## config.mk

```make
export PLATFORM = sky130hd
export DESIGN_NAME = pipeline_hazard_controller
export DESIGN_NICKNAME = d
export VERILOG_FILES = /design/src/rtl/pipeline_hazard_controller_pkg.sv /design/src/rtl/saturating_counter.sv /design/src/rtl/pipeline_hazard_controller.sv
export SDC_FILE = /design/constraint.sdc
export NUM_CORES = 1
export LEC_CHECK = 0
export CAP_MARGIN = 15
export CORE_ASPECT_RATIO = 0.75
export CORE_MARGIN = 3
export CORE_UTILIZATION = 41
export CTS_CLUSTER_SIZE = 14
export DETAILED_ROUTE_END_ITERATION = 8
export PLACE_DENSITY = 0.75
export REMOVE_ABC_BUFFERS = 1
export SLEW_MARGIN = 25
export SYNTH_ARGS = -nofsm -noshare
export SYNTH_HDL_FRONTEND = slang
export SYNTH_SLANG_ARGS = --single-unit
```

## constraint.sdc

```tcl
create_clock -name clock -period 2.6 [get_ports clock]
set_clock_uncertainty 0.1 [all_clocks]
set_input_delay 0.52 -clock clock [delete_from_list [all_inputs] [get_ports clock]]
set_output_delay 0.52 -clock clock [all_outputs]
set_load 0.005 [all_outputs]
```

## src/rtl/pipeline_hazard_controller_pkg.sv

```systemverilog
// Shared pipeline definitions: hazard FSM state encoding, register-index width
// and the grouped stall/flush enables driven by the hazard controller.
package pipeline_hazard_controller_pkg;

  localparam int unsigned REG_IDX_W = 5;
  localparam int unsigned STATE_W   = 2;

  typedef enum logic [STATE_W-1:0] {
    ST_RUN        = 2'd0,
    ST_LOAD_STALL = 2'd1,
    ST_MEM_WAIT   = 2'd2
  } state_e;

  typedef struct packed {
    logic pc;
    logic if_id;
    logic id_ex;
    logic ex_mem;
  } stall_t;

  typedef struct packed {
    logic if_id;
    logic id_ex;
    logic ex_mem;
    logic mem_wb;
  } flush_t;

endpackage

```

## src/rtl/saturating_counter.sv

```systemverilog
// Up-counter that sticks at all-ones instead of wrapping; synchronous active-low clear.
module saturating_counter #(
  parameter int unsigned WIDTH = 16
) (
  input  logic             clk_i,
  input  logic             clr_ni,
  input  logic             inc_i,
  output logic [WIDTH-1:0] count_o
);

  logic [WIDTH-1:0] count_q;
  logic [WIDTH-1:0] count_d;

  always_comb begin
    count_d = count_q;
    if (inc_i && (count_q != '1)) begin
      count_d = count_q + WIDTH'(1);
    end
  end

  always_ff @(posedge clk_i) begin
    if (!clr_ni) begin
      count_q <= '0;
    end else begin
      count_q <= count_d;
    end
  end

  assign count_o = count_q;

endmodule

```

## src/rtl/pipeline_hazard_controller.sv

```systemverilog
// Stall/flush sequencer for the five-stage pipeline: resolves memory waits,
// MEM-stage redirects and load-use hazards, and keeps performance counters.
module pipeline_hazard_controller
  import pipeline_hazard_controller_pkg::*;
#(
  parameter int unsigned MAX_WAIT    = 16,
  parameter int unsigned COUNT_WIDTH = 16
) (
  input  logic                   clock,
  input  logic                   reset,
  input  logic [REG_IDX_W-1:0]   idRs1,
  input  logic [REG_IDX_W-1:0]   idRs2,
  input  logic                   idUsesRs1,
  input  logic                   idUsesRs2,
  input  logic                   exMemoryReadEnable,
  input  logic [REG_IDX_W-1:0]   exRd,
  input  logic                   memPcUpdate,
  input  logic                   memAccess,
  input  logic                   memReady,
  output logic                   pcStall,
  output logic                   ifIdStall,
  output logic                   idExStall,
  output logic                   exMemStall,
  output logic                   ifIdFlush,
  output logic                   idExFlush,
  output logic                   exMemFlush,
  output logic                   memWbFlush,
  output logic [STATE_W-1:0]     state,
  output logic                   memTimeout,
  output logic [COUNT_WIDTH-1:0] stallCount,
  output logic [COUNT_WIDTH-1:0] flushCount
);

  localparam int unsigned WAIT_W = $clog2(MAX_WAIT + 1);

  logic              memHold;
  logic              loadUse;
  state_e            state_q;
  state_e            state_d;
  logic [WAIT_W-1:0] waitCount_q;
  logic [WAIT_W-1:0] waitCount_d;
  logic              memTimeout_q;
  logic              memTimeout_d;
  stall_t            stall_c;
  flush_t            flush_c;

  assign memHold = memAccess & ~memReady;
  assign loadUse = exMemoryReadEnable & (exRd != '0) &
                   ((idUsesRs1 & (idRs1 == exRd)) | (idUsesRs2 & (idRs2 == exRd)));

  always_ff @(posedge clock) begin
    if (!reset) begin
      state_q <= ST_RUN;
    end else begin
      state_q <= state_d;
    end
  end

  // Priority memHold > redirect > load-use; LOAD_STALL detects exactly like RUN.
  always_comb begin
    state_d = ST_RUN;
    if (memHold) begin
      state_d = ST_MEM_WAIT;
    end else if (!memPcUpdate && loadUse) begin
      state_d = ST_LOAD_STALL;
    end
  end

  always_comb begin
    stall_c = '0;
    flush_c = '0;
    if (reset) begin
      if (memHold) begin
        stall_c        = '1;
        flush_c.mem_wb = 1'b1;
      end else if (memPcUpdate) begin
        flush_c.if_id  = 1'b1;
        flush_c.id_ex  = 1'b1;
        flush_c.ex_mem = 1'b1;
      end else if (loadUse) begin
        stall_c.pc     = 1'b1;
        stall_c.if_id  = 1'b1;
        flush_c.id_ex  = 1'b1;
      end
    end
  end

  // Wait counter saturates at MAX_WAIT; a further hold cycle arms the sticky timeout.
  always_comb begin
    waitCount_d  = '0;
    memTimeout_d = memTimeout_q;
    if (memHold) begin
      if (waitCount_q == WAIT_W'(MAX_WAIT)) begin
        waitCount_d  = waitCount_q;
        memTimeout_d = 1'b1;
      end else begin
        waitCount_d  = waitCount_q + WAIT_W'(1);
      end
    end
  end

  always_ff @(posedge clock) begin
    if (!reset) begin
      waitCount_q  <= '0;
      memTimeout_q <= 1'b0;
    end else begin
      waitCount_q  <= waitCount_d;
      memTimeout_q <= memTimeout_d;
    end
  end

  saturating_counter #(
    .WIDTH (COUNT_WIDTH)
  ) u_stall_count (
    .clk_i   (clock),
    .clr_ni  (reset),
    .inc_i   (stall_c.pc),
    .count_o (stallCount)
  );

  saturating_counter #(
    .WIDTH (COUNT_WIDTH)
  ) u_flush_count (
    .clk_i   (clock),
    .clr_ni  (reset),
    .inc_i   (|flush_c),
    .count_o (flushCount)
  );

  assign pcStall    = stall_c.pc;
  assign ifIdStall  = stall_c.if_id;
  assign idExStall  = stall_c.id_ex;
  assign exMemStall = stall_c.ex_mem;
  assign ifIdFlush  = flush_c.if_id;
  assign idExFlush  = flush_c.id_ex;
  assign exMemFlush = flush_c.ex_mem;
  assign memWbFlush = flush_c.mem_wb;
  assign state      = state_q;
  assign memTimeout = memTimeout_q;

endmodule

```

==> impl_metrics.ini, run 1 <==
[pwr]
p_comb_share_pct = 12.4
peakVddDrop_v = 0.000267
swShare_pct = 24.4
clockPowerShare_pct = 36.1
leakage_uw = 0.00116
power.switching_uw = 296
seqPwrFrac_pct = 51.5
internal_power_uw = 916
p_per_area_nw_per_um2 = 403

[route]
vias = 2014
drc = 0
drt_wl_total_mm = 5.17
detail_route.iter0.violations = 89
wire_per_inst_um = 13.4
drt_pass1_iterations = 4
ant_nets = 0
viasPerCell = 5.23

[clocking]
cts_inserted_buffers = 5
cts_buffer_depth = 2
ctsHoldBuffers = 0
clkSlewWorstSetupHoldPaths_ns = 0.08
clkSinkCount = 40
clk_latency_ns = 0.30
h-tree-depth = 2
cts-root-buf = clkbuf_8
cts_tree = built

[layout]
syn_to_final_growth_pct = 48.6
diodes = 0
fin_nets = 354
drive_gt1_share_pct = 16.8
fin_area_um2 = 3010
finalNonFillerCells = 385
layout.cells.most_common = clkdlybuf4s50_1
layout_common_cells = 47 x clkdlybuf4s50_1, 40 x dfxtp_1, 27 x buf_4, 22 x nor2_1, 21 x nand2_1

[worst_setup_path]
r2r_cells = 8
crit_fanout = 2
cp-startpoint = memReady
rr_startpoint = u_stall_count.count_o[5]
rrSetupSlack_ns = 0.27
cp_slowest_cell = clkdlybuf4s50_1
cp-start-kind = input port
cp_common_cell = clkdlybuf4s50_1
cpPeakStageDelay_ns = 0.52
worstPathArrival_ns = 1.94
worst-setup-path-type = input port to output pin
endpoint_kind = output pin
timing.critical_path.cells = clkdlybuf4s50_1 -> nand2b_1 -> and3_1 -> clkdlybuf4s50_1
regToRegEndpoint = u_stall_count.count_o[7]
required_ns = 1.98

[sta]
timing.setup.tns_ns = 0
slew_violations = 0
period_share_pct = 98.4
setup_violations = 0
fmax_mhz = 391
final-hold-violation-count = 0
hold_ws_ns = 0.397
tightest_slew_ns = 0.642
relSlewSlack_pct = 56.8
period_minus_slack_ns = 2.56
worst_slack_ns = 0.0425

[logic_synthesis]
synth_edf_count = 0
synth-main-ff-cell = dfxtp_1
synthTopCellsByArea = dfxtp_1 40%, xor2_1 7.4%, nand2_1 4.3%, nor2_1 4.3%, nand3_1 4.0%
yosysTopAreaCell = dfxtp_1
yosys_warnings = 0
async_flop_share_pct = 0
synth-seq-cells = 40
yosysTopAreaCellShare_pct = 39.6
synth_area_um2 = 2020
seq_area_frac_synth_pct = 39.6
netlist_instances = 238
synth.distinct_cells = 37
postSynthAreaPerCell_um2 = 8.51

[die]
die_w_um = 87.1
dieArea_um2 = 5830
io_pins = 66
core_area_um2 = 4600
start_util_pct = 44.0
rows = 21
die_h_um = 66.9

[status]
status = complete, no violations

[worst_hold_path]
hold_end = u_stall_count.count_o[15]
hp-start = u_stall_count.count_o[15]
hold_path_depth = 2
min_path_type = flip-flop to flip-flop

[global_route]
grt_overflow = 0
grt_pass1_vias = 1818
grt_antenna_before_repair = 0
grt_max_degree = 22
grt_util_all_layers_pct = 18.5
grt_pass1_wl_mm = 8.59

[place]
dp_hpwl_mm = 3.90
dp_slack_ns = -0.684
numPortBuffers = 65
placed_cells = 374
placed_area_um2 = 2870
gp_congestion = 0.806

[run]
maxCapViolations = 0
registers in the layout (all words and copies together), names as in the netlist:
signal and count:
state 2, waitCount_q 5, memTimeout 1, u_stall_count.count_o 16
u_flush_count.count_o 16
routing by layer:
layer / GRT usage, % / up-vias / wire length (µm)
met2: 30.8 / 66 / 2280
li1: - / 1024 / -
met3: 5.19 / 9 / 364
met1: 23.9 / 915 / 2460
met4: 4.02 / 0 / 68
met5: 0 / - / 0
cells in the mapped netlist (2+ instances only):
| cell | count |
|---|---|
| a21oi_1 | 11 |
| and3_1 | 4 |
| buf_2 | 2 |
| buf_4 | 5 |
| clkbuf_1 | 4 |
| dfxtp_1 | 40 |
| ha_1 | 4 |
| inv_1 | 12 |
| mux2i_1 | 7 |
| nand2_1 | 23 |
| nand2b_1 | 2 |
| nand3_1 | 16 |
| nand4_1 | 8 |
| nor2_1 | 23 |
| nor3_1 | 7 |
| nor4_1 | 3 |
| o211ai_1 | 4 |
| o21a_1 | 3 |
| o21ai_0 | 5 |
| o311ai_0 | 2 |
| o31ai_1 | 8 |
| o41ai_1 | 2 |
| or3_1 | 4 |
| or4_1 | 5 |
| xnor2_1 | 6 |
| xor2_1 | 17 |
layout make-up:
type,count,area (µm²)
Timing Repair Buffer,93,836
Tap cell,57,71.3
Clock inverter,1,7.51
Multi-Input combinational cell,175,1160
Fill cell,377,1590
Sequential cell,40,801
Clock buffer,7,86.3
Inverter,12,45.0
worst max-delay path by stage:
stage	cells after the start	to	slack [ns]
final	4	exMemFlush	0.04
after global routing	9	idExFlush	-0.02
after CTS	8	pcStall	0.0002
after detailed placement	6	pcStall	-0.68
after global placement	6	pcStall	-0.59
after floorplan	7	u_stall_count.count_o[3]	0.09
metrics by stage:
step / power [µW] / utilization (%)
5_1_grt: 1260 / 65.4
4_1_cts: 1220 / 65.1
3_5_place_dp: 788 / 62.4
2_1_floorplan: 688 / -
6_report: 1210 / 65.4
3_3_place_gp: 785 / 62.4
worst max-delay path, delay by kind of cell:
family        cells  cell delay (ns)
buf+inv           2             1.04
simple gates      2             0.38
power by group through the flow:
| stage | Combinational [µW] | Clock, µW | Sequential (µW) |
|---|---|---|---|
| 2_1_floorplan | 49.8 | 0 | 638 |
| 3_3_place_gp | 146 | 0 | 639 |
| 3_5_place_dp | 150 | 0 | 639 |
| 4_1_cts | 149 | 445 | 624 |
| 5_1_grt | 165 | 466 | 626 |
| 6_report | 151 | 437 | 624 |
timing repair:
item                                    in CTS  in global routing
pin swaps                                    9                  9
buffers inserted                             3                  0
endpoints found under the setup margin      28                 22
resized for setup                           34                 19
cell families after synthesis:
kind of cell / synth area share, %
AND/OR/NAND/NOR: 25.6
flip-flops: 39.6
XOR/XNOR: 9.95
AO/OA/AOI/OAI: 13.7
buffers and inverters: 5.32
adder cells (fa/ha/maj): 2.47
multiplexers: 3.46
(Power assumes the default switching activity.)
==> run 2, diff against run 1 <==
SETUP_SLACK_MARGIN = 0.2   (was unset)
TNS_END_PERCENT = 20   (was unset)
==> impl_metrics.ini, run 2 (synthesis results as in run 1) <==
[place]
numPortBuffers = 65
placed_area_um2 = 2870
dp_hpwl_mm = 3.90
placed_cells = 374
gp_congestion = 0.806

[clocking]
clk_latency_ns = 0.30
clkSlewWorstSetupHoldPaths_ns = 0.07
h-tree-depth = 2
clkSinkCount = 40
cts_inserted_buffers = 5
cts_buffer_depth = 2
cts-root-buf = clkbuf_8
cts_tree = built
ctsHoldBuffers = 0

[status]
status = complete, no violations

[die]
start_util_pct = 44.0
dieArea_um2 = 5830
core_area_um2 = 4600
die_h_um = 66.9
io_pins = 66
rows = 21
die_w_um = 87.1

[global_route]
grt_antenna_before_repair = 0
grt_max_degree = 22
grt_pass1_wl_mm = 8.59
grt_util_all_layers_pct = 18.5
grt_overflow = 0
grt_pass1_vias = 1823

[layout]
finalNonFillerCells = 387
fin_area_um2 = 3050
drive_gt1_share_pct = 20.9
layout_common_cells = 43 x clkdlybuf4s50_1, 38 x dfxtp_1, 29 x buf_4, 22 x nor2_1, 21 x nand2_1
diodes = 0
syn_to_final_growth_pct = 50.9
post-route-util_pct = 66.4
fillers = 375
layout.cells.most_common = clkdlybuf4s50_1
fin_nets = 356

[worst_hold_path]
min_path_type = flip-flop to flip-flop

[worst_setup_path]
cp-start-kind = input port
required_ns = 1.98
timing.critical_path.cells = buf_6 -> buf_6 -> xor2_1 -> nor4_2 -> a32oi_2 -> buf_4 -> nor2_2 -> nor2_1 -> nor2_1 -> buf_2
cpPeakStageDelay_ns = 0.30
cp_slowest_cell = nor4_2
path_buf_inv = 4
worst-setup-path-type = input port to output pin
endpoint_kind = output pin
worstPathArrival_ns = 1.83
critPathTopFamily = simple AND/OR/NAND/NOR gates
crit_fanout = 3

[run]
maxCapViolations = 0

[sta]
final-hold-violation-count = 0
tightest_slew_ns = 0.664
period_minus_slack_ns = 2.45
hold_ws_ns = 0.393
rsz0062_at_grt = yes
slew_violations = 0
period_share_pct = 94.2
setup_violations = 0
timing.setup.tns_ns = 0
relSlewSlack_pct = 55.4
fmax_mhz = 408

[route]
viasPerCell = 5.20
detail_route.iter0.violations = 91
drc = 0
drt_pass1_iterations = 4
drt_wl_total_mm = 5.36
vias = 2014
ant_nets = 0
wire_per_inst_um = 13.8

[pwr]
peakVddDrop_v = 0.000270
p_per_area_nw_per_um2 = 401
leakage_uw = 0.00118
-- run 2: cell type report --
cell class / count / area [µm²] / area share, %
multi-input combinational: 175 / 1190 / 38.9
clock inverter: 1 / 7.51 / 0.246
inverter: 12 / 45.0 / 1.47
tap: 57 / 71.3 / 2.34
clock buffer: 7 / 86.3 / 2.83
sequential: 40 / 803 / 26.3
timing repair buffer: 95 / 852 / 27.9
-- run 2: per-layer routing --
metal | part of all wire, % | track usage (%) | routed length, µm
met5 | 0 | 0 | 0
met4 | 0.43 | 4.02 | 23
met1 | 47 | 23.9 | 2490
met2 | 46 | 30.8 | 2450
met3 | 7.3 | 5.19 | 390
-- run 2: tightest hold or removal path, delay by kind of cell, from the launching register on --
| kind | cells | cell delay, ns |
|---|---|---|
| AO/OA/AOI/OAI | 2 | 0.11 |
| flip-flops | 1 | 0.34 |
-- run 2: what timing repair did --
item | CTS | global route
buffers inserted | 3 | 2
resized for setup | 67 | 17
cloned | 0 | 0
pin swaps | 16 | 7
setup endpoints to repair | 39 | 33
-- run 2: worst paths after layout --
check        cells after the start                startpoint                       end  slack (ns)
max reg2reg                      8  u_stall_count.count_o[5]  u_stall_count.count_o[7]        0.32
min                              2  u_stall_count.count_o[6]  u_stall_count.count_o[6]        0.39
max                             10                   exRd[2]                 idExFlush        0.15
min reg2reg                      2  u_stall_count.count_o[6]  u_stall_count.count_o[6]        0.39
-- run 2: where the power goes --
part / total [µW] / switching, µW / internal (µW)
combinational: 159 / 71.3 / 87.5
sequential: 624 / 6.64 / 618
clock: 442 / 226 / 216
-- run 2: metrics by stage --
step / power (µW) / worst slack [ns]
after global placement: 785 / -0.585
final: 1220 / 0.151
after global routing: 1270 / 0.0205
after floorplan: 688 / 0.0859
after CTS: 1220 / 0.0805
after detailed placement: 788 / -0.684
==> run 3, diff against run 2 <==
SKIP_CTS_REPAIR_TIMING = 1   (was unset)
==> impl_metrics.ini, run 3 (synthesis results as in run 1) <==
[status]
status = complete, no violations

[layout]
fin_nets = 353
fin_area_um2 = 3090
syn_to_final_growth_pct = 52.8
finalNonFillerCells = 384
layout_common_cells = 43 x clkdlybuf4s50_1, 39 x dfxtp_1, 26 x buf_4, 22 x nor2_1, 21 x nand2_1
drive_gt1_share_pct = 18.7
diodes = 0
fillers = 355
layout.cells.most_common = clkdlybuf4s50_1

[worst_setup_path]
rr_startpoint = u_stall_count.count_o[6]
required_ns = 1.98
worstPathArrival_ns = 1.85
worstSetupEndpoint = idExFlush
cp-start-kind = input port
crit_fanout = 3
endpoint_kind = output pin
r2r_cells = 8
rrSetupSlack_ns = 0.30
worst-setup-path-type = input port to output pin
regToRegEndpoint = u_stall_count.count_o[7]
cp-startpoint = exRd[2]

[sta]
relSlewSlack_pct = 55.1
period_minus_slack_ns = 2.47
setup_violations = 0
fmax_mhz = 404
period_share_pct = 95.2
timing.setup.tns_ns = 0
worst_slack_ns = 0.125
final-hold-violation-count = 0
tightest_slew_ns = 0.668
hold_ws_ns = 0.396
rsz0062_at_grt = yes
slew_violations = 0

[die]
die_h_um = 66.9
dieArea_um2 = 5830
die_w_um = 87.1
core_area_um2 = 4600
io_pins = 66
start_util_pct = 44.0
rows = 21

[place]
dp_slack_ns = -0.684
dp_hpwl_mm = 3.90
placed_area_um2 = 2870
numPortBuffers = 65
placed_cells = 374
gp_congestion = 0.806

[pwr]
internal_power_uw = 924
swShare_pct = 24.7
clockPowerShare_pct = 35.8
leakage_uw = 0.00129
power.switching_uw = 303
peakVddDrop_v = 0.000275
seqPwrFrac_pct = 50.9
p_per_area_nw_per_um2 = 396
p_comb_share_pct = 13.3

[clocking]
clkSlewWorstSetupHoldPaths_ns = 0.07
cts_inserted_buffers = 5
h-tree-depth = 2
clkSinkCount = 40
cts_buffer_depth = 2
clk_latency_ns = 0.30
cts_tree = built
cts-root-buf = clkbuf_8

[global_route]
grt_max_degree = 22
grt_util_all_layers_pct = 18.2
grt_antenna_before_repair = 0
grt_pass1_vias = 1797
grt_pass1_wl_mm = 8.42
grt_overflow = 0

[route]
wire_per_inst_um = 14.0
drc = 0
detail_route.iter0.violations = 87
drt_pass1_iterations = 4
drt_wl_total_mm = 5.36
viasPerCell = 5.27
ant_nets = 0
vias = 2024

[worst_hold_path]
min_path_type = flip-flop to flip-flop

[run]
maxCapViolations = 0
[run 3: final cells by class]
| type | instances | area, µm² | share of cell area [%] |
|---|---|---|---|
| well taps | 57 | 71.3 | 2.30 |
| clock buffers | 7 | 86.3 | 2.79 |
| flip-flops and latches | 40 | 802 | 25.9 |
| clock inverters | 1 | 7.51 | 0.243 |
| inverters | 12 | 45.0 | 1.46 |
| multi-input cells | 175 | 1200 | 38.9 |
| repair buffers | 92 | 878 | 28.4 |
[run 3: worst min-delay path by stage]
| stage | start | to | slack [ns] | depth (start not counted) |
|---|---|---|---|---|
| 2_1_floorplan | memTimeout | memTimeout | 0.36 | 2 |
| 3_3_place_gp | memTimeout | memTimeout | 0.36 | 2 |
| 3_5_place_dp | memTimeout | memTimeout | 0.38 | 2 |
| 4_1_cts | u_stall_count.count_o[15] | u_stall_count.count_o[15] | 0.40 | 2 |
| 5_1_grt | memTimeout | memTimeout | 0.40 | 2 |
| 6_report | memTimeout | memTimeout | 0.40 | 2 |
[run 3: power by group through the flow]
stage                     clock [µW]  combinational [µW]  sequential (µW)
final                            439                 163              624
after global routing             469                 177              626
after CTS                        445                 150              624
after detailed placement           0                 150              639
after global placement             0                 146              639
after floorplan                    0                49.8              638
[run 3: per-layer routing]
layer  vias up  track usage, %  share of wire, %
met5         -               0                 0
met4         0            4.02              0.65
met3         7            5.44               6.1
met2        57            30.7                46
met1       937            23.1                47
li1       1023               -                 -
[run 3: through the flow]
stage                     power, µW  utilization (%)
after floorplan                 688                -
after global placement          785             62.4
after detailed placement        788             62.4
after CTS                      1220             64.5
after global routing           1270             67.3
final                          1230             67.3
[run 3: worst max-delay path, stage by stage]
cell and delay [ns]:
buf_6 0.10, buf_6 0.11, or4_4 0.52, o21ai_1 0.15, buf_4 0.15, nor2_2 0.04, nor2_1 0.09, nor2_1 0.06
buf_2 0.12
